### config.mk
export PLATFORM = sky130hd
export DESIGN_NAME = seg7_scan_ctrl
export DESIGN_NICKNAME = d
export VERILOG_FILES = /design/src/rtl/seg7_scan_ctrl.sv
export SDC_FILE = /design/constraint.sdc
export NUM_CORES = 1
export LEC_CHECK = 0
export CAP_MARGIN = 20
export CORE_ASPECT_RATIO = 1.4
export CORE_MARGIN = 4
export CORE_UTILIZATION = 59
export CTS_BUF_LIST = sky130_fd_sc_hd__clkbuf_4
export DETAILED_ROUTE_END_ITERATION = 10
export MAX_ROUTING_LAYER = met4
export PLACE_DENSITY = 0.9
export SYNTH_ARGS = -nofsm -noshare
export SYNTH_HDL_FRONTEND = slang
export SYNTH_SLANG_ARGS = --single-unit
### constraint.sdc
create_clock -name clk -period 3.4 [get_ports clk]
set_input_delay 0.85 -clock clk [delete_from_list [all_inputs] [get_ports clk]]
set_output_delay 0.85 -clock clk [all_outputs]
set_load 0.01 [all_outputs]
### src/rtl/seg7_scan_ctrl.sv
// seg7_scan_ctrl: time-multiplexed scan of packed-BCD digits.
// Loads are buffered once and committed at frame boundaries.
module seg7_scan_ctrl #(
  parameter int NUM_DIGITS   = 4,
  parameter int REFRESH_DIV  = 50000,
  parameter int GUARD_CYCLES = 500
) (
  input  logic                    clk,
  input  logic                    rst_n,
  input  logic                    load_valid,
  output logic                    load_ready,
  input  logic [4*NUM_DIGITS-1:0] load_digits,
  input  logic                    blank_lz,
  output logic [3:0]              bcd_digit,
  output logic [NUM_DIGITS-1:0]   digit_sel,
  output logic                    frame_done
);

  localparam int MAXL = (REFRESH_DIV > GUARD_CYCLES) ?
                        REFRESH_DIV : GUARD_CYCLES;
  localparam int CW = (MAXL > 1) ? $clog2(MAXL) : 1;
  localparam int IW = (NUM_DIGITS > 1) ? $clog2(NUM_DIGITS) : 1;
  localparam logic [CW-1:0] SHOW_LAST = CW'(REFRESH_DIV - 1);
  localparam logic [CW-1:0] GUARD_LAST =
    CW'((GUARD_CYCLES > 0) ? GUARD_CYCLES - 1 : 0);
  localparam logic [IW-1:0] IDX_LAST = IW'(NUM_DIGITS - 1);

  typedef enum logic {S_GUARD, S_SHOW} state_t;

  // With no guard period the scan starts straight in SHOW.
  localparam state_t S_START = (GUARD_CYCLES > 0) ? S_GUARD : S_SHOW;

  state_t                  r_state;
  state_t                  w_state_nxt;
  logic [CW-1:0]           r_cnt;
  logic [CW-1:0]           w_cnt_nxt;
  logic [IW-1:0]           r_idx;
  logic [IW-1:0]           w_idx_nxt;
  logic                    w_frame_end;

  logic [4*NUM_DIGITS-1:0] r_active;
  logic [4*NUM_DIGITS-1:0] r_pend;
  logic                    r_pfull;
  logic                    r_ready;
  logic                    w_accept;
  logic                    w_pfull_nxt;

  logic [3:0]              w_nib;
  logic                    w_blank;
  logic                    w_zero_run;
  logic [NUM_DIGITS-1:0]   w_lz;
  logic [NUM_DIGITS-1:0]   w_onehot;

  // State, slot counter and digit index registers.
  always_ff @(posedge clk) begin
    if (!rst_n) begin
      r_state <= S_START;
      r_cnt   <= '0;
      r_idx   <= '0;
    end else begin
      r_state <= w_state_nxt;
      r_cnt   <= w_cnt_nxt;
      r_idx   <= w_idx_nxt;
    end
  end

  // Next-state: guard period, lit period, index advance at slot end.
  always_comb begin
    w_state_nxt = r_state;
    w_cnt_nxt   = r_cnt + CW'(1);
    w_idx_nxt   = r_idx;
    w_frame_end = 1'b0;
    unique case (r_state)
      S_GUARD: begin
        if (r_cnt == GUARD_LAST) begin
          w_state_nxt = S_SHOW;
          w_cnt_nxt   = '0;
        end
      end
      S_SHOW: begin
        if (r_cnt == SHOW_LAST) begin
          w_cnt_nxt   = '0;
          w_state_nxt = (GUARD_CYCLES > 0) ? S_GUARD : S_SHOW;
          if (r_idx == IDX_LAST) begin
            w_idx_nxt   = '0;
            w_frame_end = 1'b1;
          end else begin
            w_idx_nxt = r_idx + IW'(1);
          end
        end
      end
      default: w_state_nxt = S_START;
    endcase
  end

  // Handshake: one-deep buffer, emptied at a frame boundary.
  always_comb begin
    w_accept    = load_valid && r_ready;
    w_pfull_nxt = r_pfull;
    if (w_frame_end) w_pfull_nxt = 1'b0;
    if (w_accept)    w_pfull_nxt = 1'b1;
  end

  // Pending/active display registers and registered ready.
  always_ff @(posedge clk) begin
    if (!rst_n) begin
      r_active <= '0;
      r_pend   <= '0;
      r_pfull  <= 1'b0;
      r_ready  <= 1'b1;
    end else begin
      if (w_frame_end && r_pfull) r_active <= r_pend;
      if (w_accept) r_pend <= load_digits;
      r_pfull <= w_pfull_nxt;
      r_ready <= !w_pfull_nxt;
    end
  end

  // Current nibble and leading-zero blanking for the scanned digit.
  always_comb begin
    w_nib      = 4'd0;
    w_blank    = 1'b0;
    w_zero_run = 1'b1;
    w_lz       = '0;
    for (int i = NUM_DIGITS - 1; i >= 0; i--) begin
      w_zero_run = w_zero_run && (r_active[4*i +: 4] == 4'd0);
      w_lz[i]    = w_zero_run;
    end
    for (int i = 0; i < NUM_DIGITS; i++) begin
      if (r_idx == IW'(i)) begin
        w_nib   = r_active[4*i +: 4];
        w_blank = blank_lz && (i != 0) && w_lz[i];
      end
    end
    w_onehot = NUM_DIGITS'(1) << r_idx;
  end

  // Registered display outputs, one cycle behind the scan state.
  always_ff @(posedge clk) begin
    if (!rst_n) begin
      digit_sel  <= '0;
      bcd_digit  <= 4'd0;
      frame_done <= 1'b0;
    end else begin
      frame_done <= w_frame_end;
      if (r_state == S_SHOW) begin
        digit_sel <= w_blank ? '0 : w_onehot;
        bcd_digit <= (w_nib > 4'd9) ? 4'hF : w_nib;
      end else begin
        digit_sel <= '0;
      end
    end
  end

  assign load_ready = r_ready;

endmodule

# Word level (Yosys, flattened, before mapping)
# Index checks and enable logic that the tools add are counted.
dict set report op_classes {
  add_sub_neg 2
  n_mul 0
  div_mod_pow 0
  n_lt_le_gt_ge 1
  eq_ne 5
  shifts 1
  mux 20
  bitwise_logic 2
  n_reduce_logical 14
}
# op count
set op_table {}
lappend op_table {{$mux W16} 2}
lappend op_table {{$pmux W16 S2} 1}
lappend op_table {{$mux W4} 5}
lappend op_table {{$add A16 B1 Y16 const B} 1}
lappend op_table {{$eq A16 B16 Y1 const B} 1}
lappend op_table {{$eq A16 B9 Y1 const B} 1}
lappend op_table {{$logic_not A4 Y1} 3}
lappend op_table {{$mux W1} 10}
lappend op_table {{$logic_and A1 B1 Y1} 7}
lappend op_table {{$eq A2 B2 Y1 const B} 2}
lappend op_table {{$gt A4 B4 Y1 const B} 1}
lappend op_table {{$shl A1 B2 Y4 const A} 1}
lappend op_table {{$reduce_or A3 Y1} 1}
lappend op_table {{$add A2 B1 Y2 const B} 1}
lappend op_table {{$eq A2 B1 Y1 const B} 1}
lappend op_table {{$logic_not A2 Y1} 1}
lappend op_table {{$mux W2} 1}
lappend op_table {{$not A1 Y1} 2}
lappend op_table {{$pmux W1 S2} 1}
lappend op_table {{$reduce_and A2 Y1} 1}
lappend op_table {{$logic_not A1 Y1} 1}
dict set report word_totals {
  ff_bits 62
  latchBits 0
  ram_bits 0
  mem_bits_ro 0
  out_inout_bits 10
  elab_cells 55
  memories 0
}

# Longest topological paths before layout
# Gate-level depths: netlist of the first run.
dict set report logic_depth {
  word_depth 8
  mapped_depth 7
}

# Worst setup path after synthesis of the first run
# No wires, ideal clock.
dict set report synth_timing {
  kind {register to register}
  start {reg r_cnt[0]}
  end {reg r_cnt[15]}
  setup_ns 0.125
  arrival_time_ns 1.868
  required_time_ns 3.275
  path_slack_ns 1.407
  stages_incl_launch_ff 6
  n_path_buf 0
  path_cell_list {dfxtp_1 > ha_1 > or4b_1 > or4_4 > o211ai_4 > nor2_1}
}
dict set report synth_via {
  elab_chain_cells 3
  word_cells_on_any_way 6
}
# element line
set synth_rtl {}
lappend synth_rtl {{start: declaration} 35} ;# logic [CW-1:0] r_cnt;
lappend synth_rtl {{start signal: assignment} 62} ;# r_cnt <= w_cnt_nxt;
lappend synth_rtl {{$add A16 B1 Y16, or another cell as far along} 70} ;# w_cnt_nxt = r_cnt + CW'(1);
lappend synth_rtl {{$mux W16, on equally long branches} {81, 75}}
lappend synth_rtl {{$pmux W16 S2 *} 73} ;# unique case (r_state)
# Every way passes the cells marked *; elsewhere a longest branch is shown, timed or not.
# A chain may end at the register's enable or synchronous reset.

# Worst setup path after layout of the first run
dict set report layout_timing {
  start {reg r_idx[0]}
  end {reg r_active[15]}
}
dict set report layout_via {
  elab_chain_cells 5
}
# element line
set layout_rtl {}
lappend layout_rtl {{start: declaration} 37} ;# logic [IW-1:0] r_idx;
lappend layout_rtl {{start signal: assignment} 63} ;# r_idx <= w_idx_nxt;
lappend layout_rtl {{$eq A2 B2 Y1} 84} ;# if (r_idx == IDX_LAST) begin
lappend layout_rtl {{$mux W1} 84}
lappend layout_rtl {{$mux W1} 81} ;# if (r_cnt == SHOW_LAST) begin
lappend layout_rtl {{$mux W1} 73}
lappend layout_rtl {{$logic_and A1 B1 Y1} 112} ;# if (w_frame_end && r_pfull) r_active <= r_pend;
lappend layout_rtl {{end signal: assignment} 112}
lappend layout_rtl {{end: declaration} 41} ;# logic [4*NUM_DIGITS-1:0] r_active;
# Every way passes these cells.

==> impl_metrics.yaml, run 1 <==
timing:
  hold_viol: 0
  setup_viol_count_final: 0
  fin_setup_tns_ns: 0
  timing.final.max_slew_violations: 0
  tightest_slew_ns: 0.964
  final_critical_path_required_period_ns: 2.29
  worst_clock_skew_ns: 0.0156
  whs_ns: 0.471
  unrepaired_setup_endpoints_after_global_routing: "false"
  achievable-frequency_ghz: 0.437
  final.setup.worst_slack_ns: 1.11
  slew-limit-headroom: 0.340
  post-route-period-util: 0.673
clocking:
  cts_max_path_buffers: 2
  clkTransAtPathRegs_ns: 0.10
  h-tree-depth: 3
  post_cts_resize_count: 0
  cts-hold-fix-buffers: 0
  tritoncts: "done"
  cts_inserted_buffers: 9
  cts_setup_buffers: 0
  cts_root_buffer: "sky130_fd_sc_hd__clkbuf_4"
  clkSinkCount: 62
  insertion_delay_ns: 0.40
critical_path:
  path_depth: 5
  timing.critical_path.slowest_stage_cell: "sky130_fd_sc_hd__ha_1"
  category_of_the_worst_setup_path_launch_point: "register"
  r2r_start: "r_idx[0]"
  worstPathBufferInverterCount: 0
  cp_data_arrival_time_ns: 2.57
  rr_endpoint: "r_active[15]"
  r2r_setup_slack_ns: 1.11
  worst_endpoint_required_time_ns: 3.69
  endpoint_kind: "register"
  worstPathMaxFanout: 16
  max_stage_delay_ns: 0.57
  worst_reg2reg_path_length_in_cells: 5
  critical_path_class: "reg2reg"
  crit_chain: "ha_1, and2_1, or3b_1, o21ai_0, a21boi_0"
  cp_top_family: "simple AND/OR/NAND/NOR gates"
floorplan:
  die_height_um: 89.5
  core-area_mm2: 0.00457
  placementRows: 29
  die_w_um: 66.2
  floorplan.initialDensity: 0.612
  dieArea_mm2: 0.00592
  ios: 30
global_route:
  grt-ovfl-total: 0
  global_routing_usage_summed_across_all_routing_layers: 0.225
  antenna_found_initial: 0
  grt_first_pass_wirelength_um: 10000
  grt_pass1_vias: 2221
  grt_max_degree: 37
drt:
  residual_drc_count: 0
  route.detailed.vias_per_inst: 5.88
  drtPass1Iterations: 4
  vias: 2416
  postRouteAntennaNets: 0
  wl_per_cell_um: 14.3
  wl_um: 5870
  initialDrtViolationCount: 184
yosys:
  post_synth_instance_area_mm2: 0.00280
  post_synth_most_frequent_cells: "62 x sky130_fd_sc_hd__dfxtp_1, 43 x sky130_fd_sc_hd__nand2_1, 33 x sky130_fd_sc_hd__a21boi_0"
  seq_area_frac_synth: 0.444
  netlist_instances: 323
  mean_cell_area_of_the_mapped_netlist_um2: 8.66
  ys_seq_elements: 62
  post_synth_main_area_contributors: "sky130_fd_sc_hd__dfxtp_1 44%, sky130_fd_sc_hd__a21boi_0 8.9%, sky130_fd_sc_hd__nand2_1 5.8%, sky130_fd_sc_hd__nand4_1 5.1%, sky130_fd_sc_hd__o21ai_0 3.9%"
  postSynthNetCount: 348
  ys_warn_count: 0
  post_synth_num_cell_types: 42
  synth-edff-count: 0
  yosysTopAreaCell: "sky130_fd_sc_hd__dfxtp_1"
  synthDominantCellAreaShare: 0.444
  ys_async_sr_fraction: 0
  synth_most_common_cell: "sky130_fd_sc_hd__dfxtp_1"
  yosys_most_used_dff: "sky130_fd_sc_hd__dfxtp_1"
power:
  internal-power_uw: 1010
  total_leakage_power_uw: 0.00109
  combPwrFrac: 0.057
  power_frac_seq: 0.577
  p_clk_frac: 0.367
  pwr_density_cell_mw_per_mm2: 405
  switching_share: 0.229
  switching_power_uw: 299
  vdd_drop_max_mv: 0.296
finish:
  n_antenna_cell: 0
  nets: 369
  post_route_cells_drive_above_1_share: 0.0573
  areaGrowthSynthToFinish_pct: 15.2
  fin_area_mm2: 0.00322
status:
  status: "completed"
min_path:
  hold_path_startpoint: "r_pend[10]"
  worstHoldPathType: "reg2reg"
  worstHoldPathCells: 2
  hold_path_end: "r_pend[10]"
run:
  cap_viol_max_count: 0
place:
  post-dp-hpwl_um: 4050
  gp_congestion: 0.962
  placed_area_mm2: 0.00310
  placement.io_buffers: 29
  place_ws_ns: 1.13
==> layer usage <==
metal	vias up	GRT usage	wire [µm]
met2	64	0.374	2960
met5	-	-	0
met4	0	0.104	100
met1	1133	0.257	2540
met3	7	0.0491	267
li1	1212	-	-
==> logic make-up (layout without fill, tap and decap cells) <==
group / after synthesis / in the layout / synth area share
and+or+nand+nor: 138 / 138 / 0.263
AOI/OAI and AO/OA: 75 / 75 / 0.185
DFF: 62 / 62 / 0.444
buffers and inverters: 29 / 55 / 0.0425
xor gates and xnor gates: 14 / 14 / 0.0438
adders and majority gates: 5 / 5 / 0.0224
==> power by group through the flow <==
stage               logic [µW]  registers, µW  clock network [µW]
finish                    73.8            753                 479
global route              82.0            755                 524
CTS                       75.0            753                 487
detailed placement        74.6            770                   0
global placement          72.2            769                   0
floorplan                 43.2            766                   0
==> cells in the final DEF (no fill, tap or decap), drive strengths merged, types with 3 or more instances in the layout <==
cell type,Yosys,layout
a211o,3,3
a21boi,34,34
a21oi,3,3
a31oi,4,4
and2,3,3
and4,4,4
buf,3,3
clkbuf,19,10
clkdlybuf4s50,0,29
clkinv,0,5
dfxtp,62,62
ha,5,5
inv,7,7
nand2,43,43
nand3,9,9
nand3b,3,3
nand4,23,23
nor2,21,21
nor2b,3,3
nor3b,3,3
nor4,11,11
o21ai,22,22
or3,3,3
xnor2,8,8
xor2,6,6
==> metrics by stage <==
| step | instances | util | power (µW) |
|---|---|---|---|
| finish | 411 | 0.705 | 1310 |
| global route | 411 | 0.705 | 1360 |
| CTS | 411 | 0.705 | 1320 |
| detailed placement | 395 | 0.677 | 844 |
| global placement | 395 | 0.677 | 841 |
| floorplan | 323 | - | 810 |
==> worst reg2reg max path: stages, from the launching register on <==
cell                       delay (ns)
sky130_fd_sc_hd__dfxtp_1         0.47
sky130_fd_sc_hd__ha_1            0.57
sky130_fd_sc_hd__and2_1          0.23
sky130_fd_sc_hd__or3b_1          0.55
sky130_fd_sc_hd__o21ai_0         0.25
sky130_fd_sc_hd__a21boi_0        0.11
==> state kept, by name (all words and copies together) (netlist names), 2 cells and up <==
name       cells
r_active      16
r_cnt         16
r_pend        16
bcd_digit      4
digit_sel      4
r_idx          2
==> how the worst max path moves through the flow <==
stage / startpoint / end / slack, ns
after floorplan: r_cnt[0] / r_cnt[15] / 1.41
after global placement: rst_n / r_active[9] / 1.20
after detailed placement: load_valid / r_pend[2] / 1.13
after CTS: r_cnt[0] / r_cnt[2] / 1.17
after global routing: r_idx[1] / bcd_digit[2] / 0.86
final: r_idx[0] / r_active[15] / 1.11
==> area by class of cell <==
| cell class | count | area [µm²] |
|---|---|---|
| Multi-Input combinational cell | 232 | 1440 |
| Fill cell | 375 | 1350 |
| Sequential cell | 62 | 1240 |
| Timing Repair Buffer | 32 | 313 |
| Tap cell | 62 | 77.6 |
| Clock buffer | 10 | 75.1 |
| Clock inverter | 6 | 52.6 |
| Inverter | 7 | 26.3 |
(Power assumes the default switching activity.)
==> inputs of run 2 (changes only) <==
CORE_UTILIZATION = 58   (was 59)
PLACE_DENSITY = 0.89   (was 0.9)
clock period = 2.2 ns   (was 3.4 ns; I/O delays follow)
==> impl_metrics.yaml, run 2 (synthesis results as in run 1) <==
critical_path:
  worst_endpoint_required_time_ns: 2.48
  cp_data_arrival_time_ns: 2.34
  timing.critical_path.slowest_stage_cell: "sky130_fd_sc_hd__or4_4"
  cp_top_family: "simple AND/OR/NAND/NOR gates"
  r2r_setup_slack_ns: 0.14
  worstPathMaxFanout: 9
  worst_reg2reg_path_length_in_cells: 5
  max_stage_delay_ns: 0.52
  rr_endpoint: "r_cnt[15]"
  endpoint_kind: "register"
  crit_chain: "ha_1, or4b_1, or4_4, o211ai_4, nor2_1"
  r2r_start: "r_cnt[0]"
  worstPathBufferInverterCount: 0
  critical_path_class: "reg2reg"
  category_of_the_worst_setup_path_launch_point: "register"
finish:
  post_route_cells_drive_above_1_share: 0.0810
  postLayoutCoreUtil: 0.710
  finish.cell_count_without_fillers: 420
  nets: 380
  areaGrowthSynthToFinish_pct: 16.9
  multiInputGateArea_mm2: 0.00144
  layout.area.seq_mm2: 0.00124
  fin_area_mm2: 0.00327
  n_antenna_cell: 0
  layout_top_registers: "r_active x16, r_cnt x16, r_pend x16"
  mostFrequentLayoutCell: "sky130_fd_sc_hd__dfxtp_1"
  most_frequent_cells_in_the_layout: "62 x sky130_fd_sc_hd__dfxtp_1, 43 x sky130_fd_sc_hd__nand2_1, 33 x sky130_fd_sc_hd__a21boi_0"
  filler_cell_count: 375
timing:
  timing.final.max_slew_violations: 0
  unrepaired_setup_endpoints_after_global_routing: "false"
  tightest_slew_ns: 0.516
  setup_viol_count_final: 0
  achievable-frequency_ghz: 0.486
  hold_viol: 0
  post-route-period-util: 0.934
  slew-limit-headroom: 0.655
  worst_clock_skew_ns: 0.0116
  final_critical_path_required_period_ns: 2.06
  fin_setup_tns_ns: 0
drt:
  initialDrtViolationCount: 155
  route.detailed.vias_per_inst: 5.87
  wl_um: 6280
  drtPass1Iterations: 4
  vias: 2466
  wl_per_cell_um: 14.9
  residual_drc_count: 0
  postRouteAntennaNets: 0
place:
  placedCellCount: 406
  gp_congestion: 0.882
  post-dp-hpwl_um: 4440
  placed_area_mm2: 0.00318
  placement.io_buffers: 29
global_route:
  global_routing_usage_summed_across_all_routing_layers: 0.238
  grt_first_pass_wirelength_um: 10800
  antenna_found_initial: 0
  grt-ovfl-total: 0
  grt_pass1_vias: 2461
  grt_max_degree: 25
floorplan:
  placementRows: 29
  core-area_mm2: 0.00461
  die_height_um: 90.2
  floorplan.initialDensity: 0.607
  dieArea_mm2: 0.00601
  ios: 30
  die_w_um: 66.7
status:
  status: "completed"
clocking:
  h-tree-depth: 3
  tritoncts: "done"
  cts_inserted_buffers: 9
  insertion_delay_ns: 0.40
  cts_max_path_buffers: 2
  clkTransAtPathRegs_ns: 0.09
  cts-hold-fix-buffers: 0
  clkSinkCount: 62
  cts_root_buffer: "sky130_fd_sc_hd__clkbuf_4"
  cts_setup_buffers: 0
  post_cts_resize_count: 0
min_path:
  hold_path_startpoint: "r_pend[3]"
  worstHoldPathType: "reg2reg"
  worstHoldPathCells: 2
  hold_path_end: "r_pend[3]"
power:
  total_leakage_power_uw: 0.00113
  pwr_density_cell_mw_per_mm2: 574
  vdd_drop_max_mv: 0.379
  overall_power_consumption_uw: 1880
run:
  cap_viol_max_count: 0
[run 2: cell count changes in the layout (fill, tap and decap cells not counted), sizes merged]
| cell | before | now |
|---|---|---|
| clkinv | 5 | 4 |
| bufinv | 1 | 0 |
| buf | 3 | 14 |
[run 2: how the worst max path moves through the flow]
stage              from      endpoint  depth (start not counted)
2_1_floorplan  r_cnt[0]     r_cnt[15]                          5
3_3_place_gp   r_idx[1]  bcd_digit[3]                          7
3_5_place_dp   r_idx[0]   r_active[4]                          5
4_1_cts        r_idx[0]   r_active[4]                          5
5_1_grt        r_idx[1]   r_active[7]                          5
6_report       r_cnt[0]     r_cnt[15]                          5
[run 2: final cells by class]
| type | count | share of cell area |
|---|---|---|
| timing repair buffer | 43 | 0.121 |
| clock buffer | 10 | 0.0229 |
| clock inverter | 4 | 0.00497 |
| tap | 62 | 0.0237 |
| sequential | 62 | 0.379 |
| multi-input combinational | 232 | 0.440 |
| inverter | 7 | 0.00803 |
[run 2: per-stage QoR]
stage                     hold slack, ns  setup slack (ns)
after floorplan                    0.437             0.207
after global placement             0.448             0.180
after detailed placement           0.458             0.136
after CTS                          0.473             0.116
after global routing               0.500            0.0146
final                              0.469             0.144
[run 2: worst min-delay path: cells and delay by family, from the launching register on]
family / cells / cell delay (ns)
AOI/OAI and AO/OA: 1 / 0.06
DFF: 1 / 0.32
and+or+nand+nor: 1 / 0.05
[run 2: routing by layer]
metal | GRT usage | share of wire | vias to the layer above
li1 | - | - | 1226
met1 | 0.261 | 0.40 | 1155
met2 | 0.394 | 0.53 | 69
met3 | 0.0436 | 0.043 | 16
met4 | 0.132 | 0.029 | 0
met5 | - | 0 | -
[run 2: where the power goes]
part	switching [µW]	leakage [µW]	internal [µW]	total, µW
Combinational	52.0	0.000570	66.6	119
Clock	375	0.0000546	220	595
Sequential	17.1	0.000503	1150	1160
Total	444	0.00113	1430	1880
==> inputs of run 3 (changes only) <==
CORE_ASPECT_RATIO = 0.75   (was 1.4)
==> impl_metrics.yaml, run 3 (synthesis results as in run 1) <==
floorplan:
  dieArea_mm2: 0.00601
  placementRows: 21
  floorplan.initialDensity: 0.612
  die_w_um: 88.2
  core-area_mm2: 0.00457
  die_height_um: 68.1
  ios: 30
critical_path:
  worst_endpoint_required_time_ns: 2.49
  worstPathMaxFanout: 9
  category_of_the_worst_setup_path_launch_point: "register"
  r2r_start: "r_cnt[0]"
  critical_path_class: "reg2reg"
  worstPathBufferInverterCount: 0
  cp_top_family: "simple AND/OR/NAND/NOR gates"
  startpoint: "r_cnt[0]"
  max_stage_delay_ns: 0.51
  endpoint_kind: "register"
  cp_data_arrival_time_ns: 2.37
  crit_chain: "ha_1, or4b_1, or4_4, o211ai_4, nor2_1"
  timing.critical_path.slowest_stage_cell: "sky130_fd_sc_hd__or4_4"
clocking:
  cts-hold-fix-buffers: 0
  clkTransAtPathRegs_ns: 0.10
  cts_setup_buffers: 0
  insertion_delay_ns: 0.40
  h-tree-depth: 3
  post_cts_resize_count: 0
  cts_max_path_buffers: 2
  tritoncts: "done"
  clkSinkCount: 62
  cts_inserted_buffers: 9
  cts_root_buffer: "sky130_fd_sc_hd__clkbuf_4"
global_route:
  grt_first_pass_wirelength_um: 10300
  global_routing_usage_summed_across_all_routing_layers: 0.230
  grt-ovfl-total: 0
  grt_max_degree: 34
  grt_pass1_vias: 2217
  antenna_found_initial: 0
timing:
  fin_setup_tns_ns: 0
  achievable-frequency_ghz: 0.481
  unrepaired_setup_endpoints_after_global_routing: "false"
  setup_viol_count_final: 0
  whs_ns: 0.471
  hold_viol: 0
  timing.final.max_slew_violations: 0
  post-route-period-util: 0.946
  worst_clock_skew_ns: 0.0126
  tightest_slew_ns: 0.517
  final_critical_path_required_period_ns: 2.08
  slew-limit-headroom: 0.654
drt:
  drtPass1Iterations: 4
  wl_per_cell_um: 14.7
  met3_length_um: 491
  postRouteAntennaNets: 0
  wl_met2_um: 2510
  residual_drc_count: 0
  initialDrtViolationCount: 213
  drt-met1-wl_um: 2960
  route.top_layer_used: "met4"
  route.detailed.vias_per_inst: 5.88
  wl_um: 6080
  vias: 2430
finish:
  post_route_cells_drive_above_1_share: 0.0815
  postLayoutCoreUtil: 0.726
  multiInputGateArea_mm2: 0.00144
  n_antenna_cell: 0
  layout.area.seq_mm2: 0.00124
  areaGrowthSynthToFinish_pct: 18.6
  finish.cell_count_without_fillers: 413
  mostFrequentLayoutCell: "sky130_fd_sc_hd__dfxtp_1"
  layout_top_registers: "r_active x16, r_cnt x16, r_pend x16"
  filler_cell_count: 337
  nets: 377
  most_frequent_cells_in_the_layout: "62 x sky130_fd_sc_hd__dfxtp_1, 43 x sky130_fd_sc_hd__nand2_1, 33 x sky130_fd_sc_hd__a21boi_0"
power:
  combPwrFrac: 0.058
  overall_power_consumption_uw: 2160
  switching_power_uw: 467
  total_leakage_power_uw: 0.00114
  internal-power_uw: 1700
  power_frac_seq: 0.539
  p_clk_frac: 0.404
  switching_share: 0.216
  pwr_density_cell_mw_per_mm2: 652
  vdd_drop_max_mv: 0.408
place:
  placement.io_buffers: 29
  gp_congestion: 0.876
  placedCellCount: 398
  post-dp-hpwl_um: 4270
min_path:
  hold_path_startpoint: "r_pend[2]"
  worstHoldPathType: "reg2reg"
run:
  cap_viol_max_count: 0
status:
  status: "completed"
## run 3: layer usage
| metal | up-vias | GRT usage |
|---|---|---|
| li1 | 1217 | - |
| met1 | 1096 | 0.317 |
| met2 | 103 | 0.322 |
| met3 | 14 | 0.0650 |
| met4 | 0 | 0.0774 |
| met5 | - | - |
## run 3: layout make-up
cell class	instances	area share
Multi-Input combinational cell	232	0.434
Sequential cell	62	0.374
Timing Repair Buffer	40	0.116
Clock buffer	11	0.0249
Clock inverter	4	0.0219
Tap cell	57	0.0215
Inverter	7	0.00792
## run 3: path summary, 6_finish.rpt
kind	end	slack, ns	cells after the start
min reg2reg	r_pend[2]	0.47	2
min	r_pend[2]	0.47	2
max reg2reg	r_cnt[6]	0.12	5
max	r_cnt[6]	0.12	5
## run 3: worst min-delay path, stage by stage (launching register included)
cell                       delay, ns
sky130_fd_sc_hd__dfxtp_1        0.32
sky130_fd_sc_hd__nand2_1        0.05
sky130_fd_sc_hd__a21boi_0       0.06
## run 3: per-stage QoR
step / setup WS, ns / area, µm²
after CTS: 0.0909 / 3320
after floorplan: 0.207 / 2800
after global routing: 0.00512 / 3320
after detailed placement: 0.112 / 3160
final: 0.119 / 3320
after global placement: 0.200 / 3160
## run 3: power by group through the flow
stage / clock (µW) / combinational (µW) / sequential (µW)
global route: 928 / 137 / 1170
floorplan: 0 / 66.8 / 1180
global placement: 0 / 120 / 1190
finish: 873 / 124 / 1160
CTS: 884 / 124 / 1160
detailed placement: 0 / 124 / 1190
